===== src/rtl/extend_arbiter_pkg.sv =====
// Shared types, widths and helpers for the extend_arbiter block.
package extend_arb_pkg;

    typedef enum logic {EMPTY, FULL} state_t;

    localparam int unsigned OPW    = 16;
    localparam int unsigned RESW   = 32;
    localparam int unsigned MAXREQ = 8;

    typedef struct packed {
        logic        hit;
        logic [31:0] idx;
    } pick_t;

    function automatic int unsigned clog2(input int unsigned n);
        int unsigned r;
        r = 0;
        while ((32'd1 << r) < n) r = r + 1;
        return r;
    endfunction

    // First asserted request at or after ptr, wrapping modulo n.
    function automatic pick_t rr_pick(input logic [MAXREQ-1:0] req,
                                      input int unsigned ptr,
                                      input int unsigned n);
        pick_t       p;
        int unsigned idx;
        p = '0;
        for (int unsigned i = 0; i < MAXREQ; i++) begin
            idx = (ptr + i) % n;
            if (i < n && !p.hit && req[idx[2:0]]) begin
                p.hit = 1'b1;
                p.idx = idx;
            end
        end
        return p;
    endfunction

endpackage


===== src/rtl/extend_arbiter_if.sv =====
// Requester and result handshake bundle for extend_arbiter.
interface extend_arbiter_if #(
    parameter int unsigned NREQ = 4,
    parameter int unsigned IDW  = extend_arb_pkg::clog2(NREQ)
);
    logic [NREQ-1:0]    req_valid;
    logic [16*NREQ-1:0] req_a;
    logic [NREQ-1:0]    req_sext;
    logic [NREQ-1:0]    req_ready;
    logic               resp_valid;
    logic [31:0]        resp_data;
    logic [IDW-1:0]     resp_id;
    logic               resp_ready;

    modport master (
        output req_valid, req_a, req_sext, resp_ready,
        input  req_ready, resp_valid, resp_data, resp_id
    );

    modport slave (
        input  req_valid, req_a, req_sext, resp_ready,
        output req_ready, resp_valid, resp_data, resp_id
    );
endinterface


===== src/rtl/extend_arbiter_extend.sv =====
// 16 to 32-bit extension: sign-extend when sext=1, zero-extend otherwise.
module extend
    import extend_arb_pkg::*;
(
    input  logic [OPW-1:0]  a,
    input  logic            sext,
    output logic [RESW-1:0] b
);
    assign b = {{(RESW-OPW){sext & a[OPW-1]}}, a};
endmodule


===== src/rtl/extend_arbiter.sv =====
// Round-robin arbiter sharing one extend datapath among NREQ requesters.
// Optional per-requester grant counters under EXTEND_ARBITER_STATS_EN.
module extend_arbiter
    import extend_arb_pkg::*;
#(
    parameter int unsigned NREQ = 4,
    localparam int unsigned IDW = clog2(NREQ)
) (
    input  logic            clk,
    input  logic            rst,
    extend_arbiter_if.slave bus
`ifdef EXTEND_ARBITER_STATS_EN
    ,
    output logic [16*NREQ-1:0] grant_cnt
`endif
);

    state_t            state, state_nxt;
    logic [IDW-1:0]    rr_ptr, grant_idx;
    logic [MAXREQ-1:0] req_pad;
    pick_t             pick;
    logic              can_accept, take;
    logic [OPW-1:0]    sel_a;
    logic              sel_sext;
    logic [RESW-1:0]   ext_b;

    always_comb begin
        req_pad            = '0;
        req_pad[NREQ-1:0]  = bus.req_valid;
        pick               = rr_pick(req_pad, 32'(rr_ptr), NREQ);
        grant_idx          = IDW'(pick.idx);
        can_accept         = !rst && (state == EMPTY || bus.resp_ready);
        take               = can_accept && pick.hit;
        sel_a              = bus.req_a[OPW*int'(grant_idx) +: OPW];
        sel_sext           = bus.req_sext[grant_idx];
    end

    always_comb begin
        state_nxt     = state;
        bus.req_ready = '0;
        if (take) begin
            bus.req_ready[grant_idx] = 1'b1;
            state_nxt                = FULL;
        end else if (state == FULL && bus.resp_ready) begin
            state_nxt = EMPTY;
        end
    end

    always_ff @(posedge clk) begin
        if (rst) state <= EMPTY;
        else     state <= state_nxt;
    end

    extend u_extend (
        .a    (sel_a),
        .sext (sel_sext),
        .b    (ext_b)
    );

    // Data/id are only written on a grant, so a drain leaves them holding the last result.
    always_ff @(posedge clk) begin
        if (rst) begin
            bus.resp_data <= '0;
            bus.resp_id   <= '0;
            rr_ptr        <= '0;
        end else if (take) begin
            bus.resp_data <= ext_b;
            bus.resp_id   <= grant_idx;
            rr_ptr        <= (32'(grant_idx) == NREQ - 1) ? '0 : grant_idx + 1'b1;
        end
    end

    assign bus.resp_valid = (state == FULL);

`ifdef EXTEND_ARBITER_STATS_EN
    for (genvar i = 0; i < NREQ; i++) begin : g_stats
        logic [15:0] cnt;
        always_ff @(posedge clk) begin
            if (rst)
                cnt <= '0;
            else if (take && 32'(grant_idx) == i && cnt != '1)
                cnt <= cnt + 1'b1;
        end
        assign grant_cnt[16*i +: 16] = cnt;
    end
`endif

endmodule


===== src/flat_wrapper.sv =====
// flat-port wrapper written by rule: the top's interface ports become plain ports
module extend_arbiter_flat import extend_arb_pkg::*;
#(
    parameter int unsigned NREQ = 4,
    localparam int unsigned IDW = clog2(NREQ)
)
  (clk, rst, bus_req_valid, bus_req_a, bus_req_sext, bus_resp_ready, bus_req_ready, bus_resp_valid, bus_resp_data, bus_resp_id);
  extend_arbiter_if #(.NREQ(NREQ)) bus_i ();
  input  logic clk;
  input  logic rst;
  input wire logic [$bits(bus_i.req_valid)-1:0] bus_req_valid;
  input wire logic [$bits(bus_i.req_a)-1:0] bus_req_a;
  input wire logic [$bits(bus_i.req_sext)-1:0] bus_req_sext;
  input wire logic [$bits(bus_i.resp_ready)-1:0] bus_resp_ready;
  output wire logic [$bits(bus_i.req_ready)-1:0] bus_req_ready;
  output wire logic [$bits(bus_i.resp_valid)-1:0] bus_resp_valid;
  output wire logic [$bits(bus_i.resp_data)-1:0] bus_resp_data;
  output wire logic [$bits(bus_i.resp_id)-1:0] bus_resp_id;
  assign bus_i.req_valid = bus_req_valid;
  assign bus_i.req_a = bus_req_a;
  assign bus_i.req_sext = bus_req_sext;
  assign bus_i.resp_ready = bus_resp_ready;
  assign bus_req_ready = bus_i.req_ready;
  assign bus_resp_valid = bus_i.resp_valid;
  assign bus_resp_data = bus_i.resp_data;
  assign bus_resp_id = bus_i.resp_id;
  extend_arbiter #(.NREQ(NREQ)) u_core (.clk(clk), .rst(rst), .bus(bus_i));
endmodule

===== config.mk =====
export PLATFORM = sky130hd
export DESIGN_NAME = extend_arbiter_flat
export DESIGN_NICKNAME = d
export VERILOG_FILES = /design/src/rtl/extend_arbiter_pkg.sv /design/src/rtl/extend_arbiter_if.sv /design/src/rtl/extend_arbiter_extend.sv /design/src/rtl/extend_arbiter.sv /design/src/flat_wrapper.sv
export SDC_FILE = /design/constraint.sdc
export NUM_CORES = 1
export LEC_CHECK = 0
export CAP_MARGIN = 20
export CORE_ASPECT_RATIO = 1.4
export CORE_UTILIZATION = 36
export CTS_CLUSTER_DIAMETER = 200
export CTS_CLUSTER_SIZE = 25
export DETAILED_ROUTE_END_ITERATION = 10
export PLACE_DENSITY = 0.9
export SLEW_MARGIN = 20
export SYNTH_ARGS = -nofsm -noshare
export SYNTH_HDL_FRONTEND = slang
export SYNTH_SLANG_ARGS = --single-unit

===== constraint.sdc =====
create_clock -name clk -period 2.26 [get_ports clk]
set_input_delay 0.339 -clock clk [delete_from_list [all_inputs] [get_ports clk]]
set_output_delay 0.339 -clock clk [all_outputs]
set_load 0.02 [all_outputs]

==> out/results.ini <==
[outcome]
status = finished clean

[sta]
skew_ps = 3.27
holdWs_ps = 457
rsz0062_at_grt = no
worst_pin_slew_ps = 453
fin_crit_sh_pct = 96.6
hold_viol_final = 0
fmax_ghz = 0.458
slew_viol_final = 0
min_period_ps = 2180
relSlewSlack_pct = 69.8
setup_viol = 0

[layout]
diodes = 0
seq_area_sq_um = 442
nNetsFinal = 424
stdcell_area_sq_um = 2970
layout.cells.non_filler = 404
fill_cells = 373
multi_input_area_sq_um = 1050
layout-drive-gt1-share_pct = 14.8
area_delta_synth_final_pct = 78.6

[drt]
routed_wl_um = 5600
viasPerCell = 5.07
wl_per_cell_um = 13.9
vias = 2049
first_pass_iters = 4
drtAntennaViolNets = 0
drc = 0
drt-initial-drc-count = 63

[synthesis]
synth_most_common_cell = nand2_1
synth_area_sq_um = 1660
synth.area.top_cells = dfxtp_1 (26%), nand2_1 (14%), buf_4 (7.2%), nand3_1 (6.3%), a31o_1 (4.7%)
async_flop_share_pct = 0
synth_area_leader_cell = dfxtp_1
synth.ff_latch_count = 22
ys.flop_type = dfxtp_1
post-synth-top-area-fraction_pct = 26.5
ys_seq_area_share_pct = 26.5
syn_avg_cell_area_sq_um = 7.29
syn_inst = 228
ys_top_cells_by_count = nand2_1 (60), dfxtp_1 (22), nand3_1 (21)
synth-edff-count = 0
ys.warnings.count = 0
syn_nets = 307
synth.distinct_cells = 39

[clock_tree]
cts.sinks = 22
tritoncts = done
postCtsSetupRepairBufs = 0
path_clk_slew_ps = 80
cts_hold_buf = 0
root_buffer = clkbuf_8
htree_num_levels = 1
cts_buffers = 3
clockBufferDepth = 2
clock_latency_ps = 260

[global_routing]
grt_pass1_wl_um = 8880
antenna_found_initial = 0
grt_usage_pct = 23.5
grt-ovfl-total = 0
grt_pass1_vias = 1938
grt_max_degree = 18

[place]
placed_area_sq_um = 2920
numPortBuffers = 113
placed_cells = 400
gp_congestion = 0.831
place_hpwl_um = 4530

[power_and_ir_drop]
power_density_nw_per_um2 = 585
vdd_drop_max_mv = 0.394
p_leak_nw = 1.24

[setup_path]
crit_chain = clkdlybuf4s50_1 -> inv_1 -> and2_4 -> nor3_4 -> inv_2 -> ha_1 -> and2_1 -> buf_2
start_kind = input port
reg2reg_depth = 9
cp.arrival_ps = 1840
crit_fanout = 4
cpPeakStageDelay_ps = 480
endpoint_kind = output port
cp.required_ps = 1920
cpLargestDelayFamily = buffers and inverters
path_buf_inv = 4
path_class = input port to output port
worst-path-stages = 8
crit_slowest_cell = clkdlybuf4s50_1

[floorplanning]
rows = 28
dieArea_sq_um = 4900
core_region_area_sq_um = 4340
start_util_pct = 38.3
boundaryPins = 114
die_h_um = 82.4
die_w_um = 59.4

[hold_path]
hp-class = flip-flop to flip-flop
hold_depth = 2

[job]
cap_violations = 0

==> routing by layer <==
| metal | vias to the layer above | GRT usage, % | share of wire, % |
|---|---|---|---|
| li1 | 1014 | - | - |
| met5 | - | 0 | 0 |
| met2 | 82 | 45.2 | 54 |
| met1 | 947 | 27.0 | 40 |
| met4 | 0 | 5.71 | 1.3 |
| met3 | 6 | 2.49 | 5.2 |
==> metrics by stage <==
step	total power [W]	utilization (%)	setup WS (ps)	setup TNS (ps)
after floorplan	0.00101	-	356	0
after global placement	0.00144	67.2	-490	-2310
after detailed placement	0.00146	67.2	-551	-2730
after CTS	0.00174	68.2	83.8	0
after global routing	0.00184	68.3	21.7	0
final	0.00174	68.3	76.7	0
==> state kept, by name (all words and copies together), names as in the netlist <==
| signal | count |
|---|---|
| u_core.bus.resp_id | 2 |
| u_core.bus.resp_valid | 1 |
| u_core.rr_ptr | 2 |
| u_core.bus.resp_data | 17 |
==> where the power goes <==
| part | leakage [nW] | switching (W) | internal, W |
|---|---|---|---|
| Sequential | 0.183 | 0.0000409 | 0.000451 |
| Combinational | 1.03 | 0.000466 | 0.000498 |
| Clock | 0.0288 | 0.000126 | 0.000155 |
| Total | 1.24 | 0.000633 | 0.00110 |
==> what timing repair did <==
item                       4_1_cts  5_1_grt
resized for setup               24        2
pin swaps                        1        1
setup endpoints to repair        4        3
==> tightest hold or removal path: stages, from the launching register on <==
cell and delay (ps):
dfxtp_1 310, nand2_1 50, a21oi_1 50
==> cells in the final DEF (no fill, tap or decap), types with 2 or more instances in the layout <==
master           count
and3_1               9
o21ai_0              2
nand2_1             60
nand4_1              2
dlygate4sd2_1        3
nor2_1               4
clkdlybuf4s50_1    106
o21ai_1              2
a211oi_1             9
clkbuf_8             4
a21oi_1              9
and2_1               5
and2_4               2
inv_1                2
o31ai_1              2
a21boi_0             6
buf_4               27
ha_1                 4
inv_2                2
a311o_1              6
dfxtp_1             21
nor2b_1              3
nand2b_1             2
buf_2                3
nand3_1             21
a31o_1               9
==> worst paths after layout <==
| check | end | startpoint | slack [ps] |
|---|---|---|---|
| worst max-delay path | bus_req_ready[2] | bus_req_valid[3] | 80 |
| worst max register to register | u_core.bus.resp_data[13]$_SDFFE_PP0P_ | u_core.rr_ptr[1]$_SDFFE_PP0P_ | 400 |
| worst min register to register | u_core.bus.resp_data[2]$_SDFFE_PP0P_ | u_core.bus.resp_data[2]$_SDFFE_PP0P_ | 460 |
| worst min-delay path | u_core.bus.resp_data[2]$_SDFFE_PP0P_ | u_core.bus.resp_data[2]$_SDFFE_PP0P_ | 460 |
==> cell type report <==
cell class	count	area share (%)
Clock buffer	4	1.85
Inverter	4	0.506
Multi-Input combinational cell	173	35.2
Sequential cell	22	14.9
Tap cell	60	2.53
Timing Repair Buffer	141	45.0
==> cell families (layout without fill, tap and decap cells) <==
kind of cell	Yosys count	after routing	share of synthesized area, %
simple gates	115	115	33.5
compound gates	53	53	24.8
buf+inv	33	149	11.7
flops	22	22	26.5
fa+ha+maj	4	4	3.01
mux	1	1	0.602
(Power assumes the default switching activity.)
